[config.mk]
export PLATFORM = sky130hd
export DESIGN_NAME = voice_allocator
export DESIGN_NICKNAME = d
export VERILOG_FILES = /design/src/rtl/voice_allocator.sv
export SDC_FILE = /design/constraint.sdc
export NUM_CORES = 1
export LEC_CHECK = 0
export ABC_AREA = 0
export BUFFER_PORTS_ARGS = -buffer_cell sky130_fd_sc_hd__clkbuf_2
export CAP_MARGIN = 15
export CORE_MARGIN = 5
export CORE_UTILIZATION = 53
export CTS_BUF_LIST = sky130_fd_sc_hd__clkbuf_8
export CTS_CLUSTER_DIAMETER = 50
export DETAILED_ROUTE_END_ITERATION = 12
export PLACE_DENSITY = 0.76
export SKIP_LAST_GASP = 1
export SYNTH_ARGS = -nofsm -noshare
export SYNTH_HDL_FRONTEND = slang
export SYNTH_SLANG_ARGS = --single-unit
[constraint.sdc]
create_clock -name clock_50_000_000 -period 11.1 [get_ports clock_50_000_000]
set_input_delay 1.11 -clock clock_50_000_000 [delete_from_list [all_inputs] [get_ports clock_50_000_000]]
set_output_delay 1.11 -clock clock_50_000_000 [all_outputs]
set_load 0.02 [all_outputs]
[src/rtl/voice_allocator.sv]
// Polyphonic voice allocator: maps decoded MIDI note on/off onto VOICES voices with
// retrigger/idle/release/steal priority. Optional sustain pedal under `SUSTAIN_PEDAL_EN`.
package MIDI;
    typedef enum logic [3:0] {
        NOTE_OFF         = 4'h8,
        NOTE_ON          = 4'h9,
        POLY_PRESSURE    = 4'hA,
        CONTROL_CHANGE   = 4'hB,
        PROGRAM_CHANGE   = 4'hC,
        CHANNEL_PRESSURE = 4'hD,
        PITCH_BEND       = 4'hE,
        SYSTEM           = 4'hF
    } message_type_t;

    typedef struct packed {
        message_type_t message_type;
        logic [6:0]    data_byte1;
        logic [6:0]    data_byte2;
    } message_t;
endpackage

module voice_allocator #(
    parameter int VOICES = 8
) (
    input  logic                   clock_50_000_000,
    input  logic                   reset,
    input  MIDI::message_t         message,
    input  logic                   message_valid,
    input  logic [VOICES-1:0]      voice_done,
    output logic [VOICES-1:0]      voice_gate,
    output logic [VOICES-1:0]      voice_trigger,
    output logic [VOICES-1:0][6:0] voice_note,
    output logic [VOICES-1:0][6:0] voice_velocity,
    output logic [VOICES-1:0]      voice_busy,
    output logic [VOICES-1:0][1:0] voice_state_dbg_o
);
    localparam int W = $clog2(VOICES);

    typedef enum logic [1:0] {V_IDLE = 2'd0, V_HELD = 2'd1, V_RELEASING = 2'd2} vstate_e;

    vstate_e           state_q [VOICES];
    vstate_e           state_d [VOICES];
    logic [6:0]        note_q  [VOICES];
    logic [6:0]        note_d  [VOICES];
    logic [6:0]        vel_q   [VOICES];
    logic [6:0]        vel_d   [VOICES];
    logic [W-1:0]      rank_q  [VOICES];
    logic [W-1:0]      rank_d  [VOICES];
    logic [VOICES-1:0] trig_q, trig_d;
`ifdef SUSTAIN_PEDAL_EN
    logic [VOICES-1:0] sus_q, sus_d;
    logic              pedal_q, pedal_d;
    logic              is_cc64;
`endif

    logic         is_on, is_off;
    logic         hit_ret, hit_idle, hit_rel, hit_held;
    logic [W-1:0] idx_ret, idx_idle, idx_rel, idx_held, tgt;
    logic [W-1:0] age_rel, age_held;

    assign is_on  = message_valid && message.message_type == MIDI::NOTE_ON
                    && message.data_byte2 != 7'd0;
    assign is_off = message_valid && (message.message_type == MIDI::NOTE_OFF
                    || (message.message_type == MIDI::NOTE_ON && message.data_byte2 == 7'd0));
`ifdef SUSTAIN_PEDAL_EN
    assign is_cc64 = message_valid && message.message_type == MIDI::CONTROL_CHANGE
                     && message.data_byte1 == 7'd64;
`endif

    always_comb begin
        trig_d   = '0;
        hit_ret  = 1'b0;
        hit_idle = 1'b0;
        hit_rel  = 1'b0;
        hit_held = 1'b0;
        idx_ret  = '0;
        idx_idle = '0;
        idx_rel  = '0;
        idx_held = '0;
        age_rel  = '0;
        age_held = '0;
`ifdef SUSTAIN_PEDAL_EN
        sus_d    = sus_q;
        pedal_d  = pedal_q;
`endif
        // Finished releases are retired first so the freed voice is allocatable this cycle.
        for (int i = 0; i < VOICES; i++) begin
            state_d[i] = state_q[i];
            note_d[i]  = note_q[i];
            vel_d[i]   = vel_q[i];
            rank_d[i]  = rank_q[i];
            if (state_q[i] == V_RELEASING && voice_done[i]) state_d[i] = V_IDLE;
        end

        // Candidates per priority class; "oldest" is the highest rank.
        for (int i = 0; i < VOICES; i++) begin
            if (!hit_ret && state_d[i] == V_HELD && note_q[i] == message.data_byte1) begin
                hit_ret = 1'b1;
                idx_ret = W'(i);
            end
            if (!hit_idle && state_d[i] == V_IDLE) begin
                hit_idle = 1'b1;
                idx_idle = W'(i);
            end
            if (state_d[i] == V_RELEASING && (!hit_rel || rank_q[i] > age_rel)) begin
                hit_rel = 1'b1;
                idx_rel = W'(i);
                age_rel = rank_q[i];
            end
            if (state_d[i] == V_HELD && (!hit_held || rank_q[i] > age_held)) begin
                hit_held = 1'b1;
                idx_held = W'(i);
                age_held = rank_q[i];
            end
        end
        tgt = hit_ret ? idx_ret : hit_idle ? idx_idle : hit_rel ? idx_rel : idx_held;

        if (is_on) begin
            state_d[tgt] = V_HELD;
            note_d[tgt]  = message.data_byte1;
            vel_d[tgt]   = message.data_byte2;
            trig_d[tgt]  = 1'b1;
`ifdef SUSTAIN_PEDAL_EN
            sus_d[tgt]   = 1'b0;
`endif
            for (int i = 0; i < VOICES; i++) begin
                if (W'(i) == tgt) rank_d[i] = '0;
                else if (rank_q[i] < rank_q[tgt]) rank_d[i] = rank_q[i] + W'(1);
            end
        end else if (is_off) begin
            for (int i = 0; i < VOICES; i++) begin
                if (state_d[i] == V_HELD && note_q[i] == message.data_byte1) begin
`ifdef SUSTAIN_PEDAL_EN
                    if (pedal_q) sus_d[i] = 1'b1;
                    else state_d[i] = V_RELEASING;
`else
                    state_d[i] = V_RELEASING;
`endif
                end
            end
        end
`ifdef SUSTAIN_PEDAL_EN
        else if (is_cc64) begin
            pedal_d = message.data_byte2[6];
            if (pedal_q && !message.data_byte2[6]) begin
                for (int i = 0; i < VOICES; i++) begin
                    if (sus_q[i]) begin
                        state_d[i] = V_RELEASING;
                        sus_d[i]   = 1'b0;
                    end
                end
            end
        end
`endif
    end

    always_ff @(posedge clock_50_000_000 or posedge reset) begin
        if (reset) begin
            for (int i = 0; i < VOICES; i++) begin
                state_q[i] <= V_IDLE;
                note_q[i]  <= '0;
                vel_q[i]   <= '0;
                rank_q[i]  <= W'(i);
            end
            trig_q <= '0;
`ifdef SUSTAIN_PEDAL_EN
            sus_q   <= '0;
            pedal_q <= 1'b0;
`endif
        end else begin
            for (int i = 0; i < VOICES; i++) begin
                state_q[i] <= state_d[i];
                note_q[i]  <= note_d[i];
                vel_q[i]   <= vel_d[i];
                rank_q[i]  <= rank_d[i];
            end
            trig_q <= trig_d;
`ifdef SUSTAIN_PEDAL_EN
            sus_q   <= sus_d;
            pedal_q <= pedal_d;
`endif
        end
    end

    // All outputs decode registered state only.
    always_comb begin
        voice_trigger = trig_q;
        for (int i = 0; i < VOICES; i++) begin
            voice_gate[i]        = state_q[i] == V_HELD;
            voice_busy[i]        = state_q[i] != V_IDLE;
            voice_note[i]        = note_q[i];
            voice_velocity[i]    = vel_q[i];
            voice_state_dbg_o[i] = state_q[i];
        end
    end
endmodule

Yosys cells after proc, flatten, opt, wreduce, memory -nomap -nowiden
Index checks and enable logic that the tools add are counted.
W data, S select, Z words.

word-level totals
  bits of input ports = 29
  logic and storage cells = 377
  bits in registers = 160
  output and inout port bits = 152

operators by class
  add/subtract/negate cells = 8
  bitwise operators = 4
  muxes and demuxes = 122
  equality and inequality tests = 49
  magnitude comparators = 26
  reductions and logical operators = 135

operators with widths
  operator               number
  $mux W3                59
  $bwmux W56             2
  $logic_and A1 B1 Y1    57
  $eq A7 B7 Y1           8
  $gt A3 B3 Y1           14
  $mux W1                36
  $mux W2                17
  $eq A2 B1 Y1 const B   16
  $eq A2 B2 Y1 const B   16
  $mux W16               2
  $reduce_bool A2 Y1     16
  $logic_not A1 Y1       28
  $add A3 B1 Y3 const B  8
  $lt A3 B3 Y1           8
  $demux W7 S3           1
  $logic_not A2 Y1       8
  $reduce_and A2 Y1      8
  $logic_or A1 B1 Y1     15
  $eq A3 B3 Y1 const A   4
  $bmux W3 S3            1
  $and A8 B8 Y8          1
  $eq A4 B4 Y1 const B   2
  $mux W8                1
  $not A8 Y8             1
  14 further kinds       15

Depth between registers and ports, before layout
Gate-level depths: netlist (run 1).

  depth after elaboration = 44
  depth in mapped cells = 63
  gate-level depth less buffers = 62

Worst setup path before layout (run 1)
Ideal clock, no wire load.

  path kind = input port to flip-flop
  from = input voice_done[0]
  to = register rank_q[7] (netlist bit)
  required time = 10.978 ns
  data arrival time = 12.293 ns
  stages = 56
  setup slack = -1.315 ns
  cells stage by stage = nor3b_4 > nand2_1 > ha_1 > nand3b_1 > a32o_1 > a21boi_1 > mux2_2 > ha_1 > a32oi_1 > o21ai_0 > mux2i_1 > ha_1 > nor2b_1 > o21ai_0 > a21oi_1 > a21oi_1 > mux2_2 > ha_1 > (+20 left out) > nor2b_1 > o21a_1 > o21a_1 > or3_1 > a311o_1 > and3_1 > nand2_1 > nor2_1 > nor2_1 > o22ai_1 > a2111oi_0 > nor2_1 > ha_1 > or3_1 > or3_1 > nand3_2 > nor2_1 > a32o_1

on the way
  word-level cells in the longest chain between the ends = 42
  elaborated cells between the ends (all ways) = 182
  classes of those cells = order compare (15); eq/ne (3); mux (81); bitwise (1); reduce/logical (82)

ends and longest elaborated chain
  element                                              RTL line      text
  from (decl)                                          29            input logic [VOICES-1:0] voice_done,
  $logic_and A1 B1 Y1 (*)                              92            if (state_q[i] == V_RELEASING && voice_done[i]) state_d[i] = V_IDLE;
  $mux W2 (*)                                          92
  $eq A2 B1 Y1 / $eq A2 B2 Y1 (equally long branches)  97, 110, 105
  $mux W3 (tied with other cells)                      110           if (state_d[i] == V_HELD && (!hit_held || rank_q[i] > age_held)) begin
  $gt A3 B3 Y1 (tied with other cells)                 110
  $logic_or A1 B1 Y1 (on tied branches)                110, 105
  $logic_and A1 B1 Y1 (on tied branches)               110, 105
  $mux W3 (tied with other cells)                      110
  (+24 left out)                                       -
  $mux W3 (2 in series)                                116           tgt = hit_ret ? idx_ret : hit_idle ? idx_idle : hit_rel ? idx_rel : idx_held;
  $mux W3 (*)                                          116
  $not A3 Y4 (not written as such)                     128           else if (rank_q[i] < rank_q[tgt]) rank_d[i] = rank_q[i] + W'(1);
  $bmux W3 S3                                          128
  $mux W3 (not written as such) (2 in series)          128
  $lt A3 B3 Y1                                         128
  $reduce_bool A2 Y1 (no source line)                  -
  $reduce_and A2 Y1 (no source line)                   -
  to (signal, indexed assignment)                      163           rank_q[i] <= W'(i);
  to (signal, indexed assignment)                      175           rank_q[i] <= rank_d[i];
  to (decl)                                            47            logic [W-1:0] rank_q [VOICES];

Mark *: on every way between the ends. The rest lies on a longest branch, timed or not. The select of a mux whose other input is x is not followed.
A chain may end at the register's enable or synchronous reset.

Worst setup path after layout (run 1)
  from = input voice_done[0]
  to = register rank_q[3] (netlist bit)

Same word-level chain as after synthesis.

==> results.json, run 1 <==
{
  "crit_start": "voice_done[0]",
  "crit_type": "in2reg",
  "die_w_um": 148,
  "routed_via_density": 6.09,
  "fin_skew_ns": 0.0151,
  "synth_compound_gate_area_share": 0.133,
  "power_leakage_uw": 0.00660,
  "drt-total-wl_um": 33100,
  "crit_fanout": 9,
  "netlist-cell-type-count": 83,
  "power_density_nw_per_um2": 217,
  "maxSlewViolCount": 0,
  "cts.clk_slew.worst_paths_ns": 0.09,
  "synth-xor-area-share": 0.0494,
  "max_cap_violations": 0,
  "syn_to_final_growth_pct": 33.1,
  "numCtsBuffers": 17,
  "synth-edff-count": 0,
  "n_antenna_cell": 0,
  "ys_seq_area_frac": 0.398,
  "cts.sinks": 160,
  "drtPass1Iterations": 5,
  "synth-simple-area-share": 0.174,
  "worstSetupEndpointType": "flop",
  "core_region_area_um2": 18800,
  "rows": 50,
  "worstPathRequired_ns": 11.47,
  "die_h_um": 148,
  "dpl.hpwl_um": 23500,
  "cts_tree": "done",
  "rr_startpoint": "voice_state_dbg_o[0]",
  "avgSynthCellArea_um2": 10.1,
  "gp_congestion": 0.959,
  "antenna_found_initial": 0,
  "multi_input_area_um2": 6470,
  "drive_above_1_share": 0.478,
  "grt_max_degree": 101,
  "rsz0062_at_grt": "true",
  "timing.final.crit_share": 1.05,
  "fin_crit_ns": 11.70,
  "routedWlPerCell_um": 21.4,
  "ff_latch_area_um2": 4020,
  "ys.warnings.count": 0,
  "die_area_um2": 21900,
  "fillers": 1324,
  "slew_headroom": 0.403,
  "fin_util": 0.717,
  "grt_util_all_layers": 0.292,
  "yosysTopAreaCell": "dfrtp_1",
  "synth.area.top_cells": "dfrtp_1 37%, mux2_2 12%, ha_1 7.2%",
  "grt_overflow": 0,
  "fin_ws_ns": -0.605,
  "crit_slowest_cell": "or4_4",
  "remaining_drc_errors": 0,
  "synthArstFlopShare": 1.00,
  "worst_slew_pin_slew_ns": 0.895,
  "netlist_instances": 997,
  "synth_fa_ha_area_frac": 0.0718,
  "finalSetupViolCount": 38,
  "numPortBuffers": 180,
  "regToRegSetupSlack_ns": -0.42,
  "ys.flop_type": "dfrtp_1",
  "synth.net_count": 1084,
  "hold_viol": 0,
  "max_freq_mhz": 85.4,
  "ys_ff_latch": 160,
  "synth_top_family_by_area": "simple AND/OR/NAND/NOR gates",
  "placed_area_um2": 12000,
  "hp-class": "reg2reg",
  "syn_area_um2": 10100,
  "clk_path_buf_depth": 2,
  "ant_nets": 0,
  "status": "complete, but fails checks",
  "drt_iter0_drc": 592,
  "critPathLaunchType": "primary input",
  "grt_pass1_vias": 9468,
  "synthMuxAreaShare": 0.133,
  "final_area_um2": 13500,
  "min_from": "voice_velocity[36]",
  "cts-root-buf": "clkbuf_8",
  "vias": 9448,
  "vdd_drop_max_uv": 141,
  "yosys.area.top_type_share": 0.366,
  "h-tree-depth": 4,
  "insertion_delay_ns": 0.48,
  "nets": 1392,
  "cpPeakStageDelay_ns": 0.59,
  "ioPinCount": 181,
  "worstPathArrival_ns": 12.07,
  "start_util": 0.539,
  "grt_pass1_wl_um": 50900,
  "violations": "negative setup slack"
}
-- cells in the mapped netlist (all sizes together), types with 5 or more instances --
library cell and n:
a21o 7, nor3 15, xor2 16, nor3b 5
o211ai 8, a211o 6, and2 6, or4 8
nor2b 23, o22ai 14, buf 23, or3 5
xnor2 41, and3 7, or2 17, a21boi 5
dfrtp 148, mux2 108, ha 58, o21a 10
nand3b 8, nand4 23, nand3 17, o21ai 51
dfstp 12, mux2i 13, a32oi 11, nor2 54
inv 47, a211oi 8, nand2 102, a21oi 32
nor4 14, nand2b 7, clkbuf 13
-- logic make-up after synthesis --
kind of cell	count (synthesis)
buf+inv	85
flops	160
mux	121
xor+xnor	57
compound gates	191
simple gates	325
fa+ha+maj	58
-- final cells by class --
cell class | instances | share of cell area
clock buffer | 17 | 0.0174
sequential | 160 | 0.299
tap | 234 | 0.0218
clock inverter | 15 | 0.0121
inverter | 49 | 0.0140
multi-input combinational | 753 | 0.481
timing repair buffer | 324 | 0.155
-- power breakdown --
part | switching (uW) | internal [uW]
clock | 259 | 169
combinational | 888 | 787
sequential | 135 | 684
-- through the flow --
stage | TNS (ns) | hold WS (ns) | setup slack (ns) | total power [uW] | std cells
2_1_floorplan | -3.23 | 0.498 | -0.385 | 1650 | 997
3_3_place_gp | -10.26 | 0.460 | -0.548 | 2080 | 1467
3_5_place_dp | -39.81 | 0.461 | -1.07 | 2130 | 1467
4_1_cts | -1.72 | 0.484 | -0.174 | 2670 | 1529
5_1_grt | -35.77 | 0.523 | -0.986 | 3090 | 1552
6_report | -12.55 | 0.486 | -0.605 | 2920 | 1552
-- worst max-delay path: cells and delay by family --
family          cells  cell delay, ns
fa+ha+maj           7            2.07
simple gates       14            2.30
mux                 3            0.72
buf+inv             9            1.20
compound gates     26            4.65
-- path summary, 6_finish.rpt --
check,end,depth (start not counted)
max,rank_q[3],59
min,voice_velocity[36],2
max reg2reg,rank_q[3],59
min reg2reg,voice_velocity[36],2
max in group asynchronous,voice_note[40],3
min in group asynchronous,voice_velocity[12],2
-- layout by cell type (no fill, tap or decap), types with 15 or more instances in the layout --
cell,count
buf_6,17
xor2_1,16
buf_4,124
clkbuf_2,179
o21ai_0,29
nand4_1,23
nor3_1,15
nor2b_1,19
ha_1,40
nand2_1,95
inv_1,43
mux2_2,104
clkbuf_8,17
dfrtp_1,148
a21oi_1,22
nor2_1,42
ha_4,18
xnor2_1,41
-- registers in the layout (all words and copies together) (netlist names) --
name               flops
rank_q                24
voice_note            56
voice_velocity        56
voice_state_dbg_o     16
voice_trigger          8
-- routing by layer --
layer / vias to the layer above / global-route usage / wire (um)
li1: 4267 / - / -
met1: 4642 / 0.359 / 12700
met2: 441 / 0.494 / 16400
met3: 98 / 0.0862 / 2810
met4: 0 / 0.0947 / 1250
met5: - / 0 / 0
-- timing repair --
| action | CTS | global route |
|---|---|---|
| gates cloned | 1 | 1 |
| gates resized for setup | 35 | 106 |
| buffers inserted | 29 | 23 |
| setup endpoints to repair | 24 | 152 |
| pin swaps | 27 | 50 |
| hold buffers | 0 | 0 |
(Power assumes the default switching activity.)
==> run 2: changes to the inputs <==
--- a/config.mk
+++ b/config.mk
@@ -9,12 +9,13 @@
 export BUFFER_PORTS_ARGS = -buffer_cell sky130_fd_sc_hd__clkbuf_2
 export CAP_MARGIN = 15
 export CORE_MARGIN = 5
-export CORE_UTILIZATION = 53
+export CORE_UTILIZATION = 59
 export CTS_BUF_LIST = sky130_fd_sc_hd__clkbuf_8
 export CTS_CLUSTER_DIAMETER = 50
 export DETAILED_ROUTE_END_ITERATION = 12
-export PLACE_DENSITY = 0.76
+export PLACE_DENSITY = 0.81
 export SKIP_LAST_GASP = 1
 export SYNTH_ARGS = -nofsm -noshare
 export SYNTH_HDL_FRONTEND = slang
 export SYNTH_SLANG_ARGS = --single-unit
+export TNS_END_PERCENT = 5
==> constraint.sdc (replaced) <==
create_clock -name clock_50_000_000 -period 13 [get_ports clock_50_000_000]
set_input_delay 1.3 -clock clock_50_000_000 [delete_from_list [all_inputs] [get_ports clock_50_000_000]]
set_output_delay 1.3 -clock clock_50_000_000 [all_outputs]
set_load 0.02 [all_outputs]
==> run 2 against run 1 <==
Against the previous run: the run now ends clean; combinational power fell by 42%; global-route usage barely moved; worst hold slack barely moved; via count fell by 7.3%; critical path depth rose by 1; die area fell by 9.5%; clock skew rose by 0.0035 ns; count of clock-buffer cells in the layout rose by 1; largest cell class unchanged; highest routed layer unchanged.
==> results.json, run 2 (same netlist as run 1, synthesis figures left out) <==
{
  "grt_util_all_layers": 0.292,
  "gp_congestion": 0.976,
  "final_common_cell": "clkbuf_2",
  "syn_to_final_growth_pct": 16.6,
  "core_region_area_um2": 16700,
  "fin_skew_ns": 0.0186,
  "drt-total-wl_um": 29500,
  "ant_nets": 0,
  "timing.final.crit_share": 0.946,
  "hold_path_depth": 2,
  "mostFrequentLayoutCells": "180 x clkbuf_2, 147 x dfrtp_1, 108 x mux2_2, 102 x nand2_1, 58 x ha_1",
  "max_freq_mhz": 81.3,
  "drive_above_1_share": 0.352,
  "ff_latch_area_um2": 4020,
  "dpl.hpwl_um": 21300,
  "reg2regPathDepth": 56,
  "drtPass1Iterations": 5,
  "p_int_uw": 1180,
  "pre_cts_ws_ns": -0.409,
  "crit_fanout": 6,
  "fillers": 1262,
  "nets": 1273,
  "remaining_drc_errors": 0,
  "drt_iter0_drc": 662,
  "cts.clk_slew.worst_paths_ns": 0.10,
  "worstPathArrival_ns": 12.68,
  "routedWlPerCell_um": 20.8,
  "clk_path_buf_depth": 2,
  "vdd_drop_max_uv": 132,
  "antenna_found_initial": 0,
  "n_antenna_cell": 0,
  "seqPwrFrac": 0.335,
  "finalHoldWorstSlack_ns": 0.487,
  "routed_via_density": 6.17,
  "cts.sinks": 160,
  "cts_hold_buf": 0,
  "h-tree-depth": 4,
  "worst_slew_pin_slew_ns": 0.886,
  "critPathLaunchType": "primary input",
  "finalSetupViolCount": 0,
  "pwr-share-clk": 0.195,
  "numCtsBuffers": 17,
  "vias": 8755,
  "max_cap_violations": 0,
  "hp-class": "reg2reg",
  "insertion_delay_ns": 0.47,
  "critical_path.most_common_cell": "ha_1",
  "die_h_um": 141,
  "multi_input_area_um2": 5780,
  "crit_slowest_cell": "a2111oi_2",
  "ioPinCount": 181,
  "fin_ws_ns": 0.702,
  "start_util": 0.605,
  "grt_pass1_vias": 8493,
  "pwr-share-comb": 0.470,
  "worstSetupEndpointType": "flop",
  "numPortBuffers": 180,
  "fin_crit_ns": 12.30,
  "rows": 47,
  "grt_pass1_wl_um": 46100,
  "power_leakage_uw": 0.00591,
  "worstPathRequired_ns": 13.38,
  "die_w_um": 141,
  "netSwitchingFraction": 0.434,
  "grt_overflow": 0,
  "switchingPower_uw": 908,
  "die_area_um2": 19800,
  "power_density_nw_per_um2": 177,
  "cts_tree": "done",
  "cpPeakStageDelay_ns": 0.40,
  "cts-root-buf": "clkbuf_8",
  "maxSlewViolCount": 0,
  "grt_max_degree": 98,
  "hold_viol": 0,
  "crit_type": "in2reg",
  "slew_headroom": 0.408,
  "status": "finished clean",
  "power_uw": 2090
}
-- run 2: cell types whose count changed in the layout (fill, tap and decap cells not counted), sizes merged --
| cell | previous run | this run |
|---|---|---|
| inv | 55 | 52 |
| buf | 145 | 26 |
| clkbuf | 196 | 198 |
| clkinv | 8 | 6 |
| bufinv | 0 | 3 |
| a22o | 2 | 1 |
| clkinvlp | 1 | 2 |
-- run 2: worst paths after layout --
check / start / end / slack [ns]
max in group asynchronous: reset / voice_state_dbg_o[0] / 10.62
min in group asynchronous: reset / voice_note[6] / 0.97
worst min-delay path: voice_velocity[41] / voice_velocity[41] / 0.49
worst min register to register: voice_velocity[41] / voice_velocity[41] / 0.49
worst max register to register: voice_state_dbg_o[1] / rank_q[14] / 0.83
worst max-delay path: voice_done[0] / rank_q[14] / 0.70
-- run 2: layout make-up --
cell class / instances / share of cell area
clock buffers: 18 / 0.0210
repair buffers: 206 / 0.0930
inverters: 49 / 0.0160
well taps: 220 / 0.0234
flip-flops and latches: 160 / 0.341
multi-input cells: 752 / 0.490
clock inverters: 14 / 0.0153
-- run 2: routing by layer --
| layer | up-vias | global-route usage | wire (um) |
|---|---|---|---|
| met5 | - | 0 | 0 |
| met4 | 0 | 0.115 | 1130 |
| met3 | 74 | 0.0742 | 2240 |
| met2 | 352 | 0.485 | 14200 |
| met1 | 4322 | 0.366 | 11900 |
| li1 | 4007 | - | - |
-- run 2: critical path, delay by kind of cell --
| family | cells | cell delay [ns] |
|---|---|---|
| multiplexers | 4 | 1.23 |
| buffers and inverters | 5 | 0.69 |
| AND/OR/NAND/NOR | 15 | 1.85 |
| AO/OA/AOI/OAI | 28 | 5.38 |
| adder cells (fa/ha/maj) | 8 | 2.22 |
-- run 2: timing repair --
| action | CTS | global route |
|---|---|---|
| setup buffers | 0 | 5 |
| setup endpoints to repair | 0 | 39 |
| resized for setup | 0 | 28 |
-- run 2: power by group through the flow --
| stage | clock network, uW | registers, uW | logic [uW] |
|---|---|---|---|
| after floorplan | 0 | 732 | 649 |
| after detailed placement | 0 | 706 | 941 |
| after CTS | 409 | 696 | 947 |
| final | 408 | 700 | 981 |
| after global routing | 431 | 711 | 1080 |
| after global placement | 0 | 701 | 911 |
-- run 2: metrics by stage --
stage	utilization	instances	setup TNS [ns]	cell area (um^2)
5_1_grt	0.706	1419	-0.168	11800
3_3_place_gp	0.672	1382	0	11200
4_1_cts	0.698	1414	0	11700
6_report	0.706	1419	0	11800
2_1_floorplan	-	997	0	10100
3_5_place_dp	0.672	1382	-4.19	11200
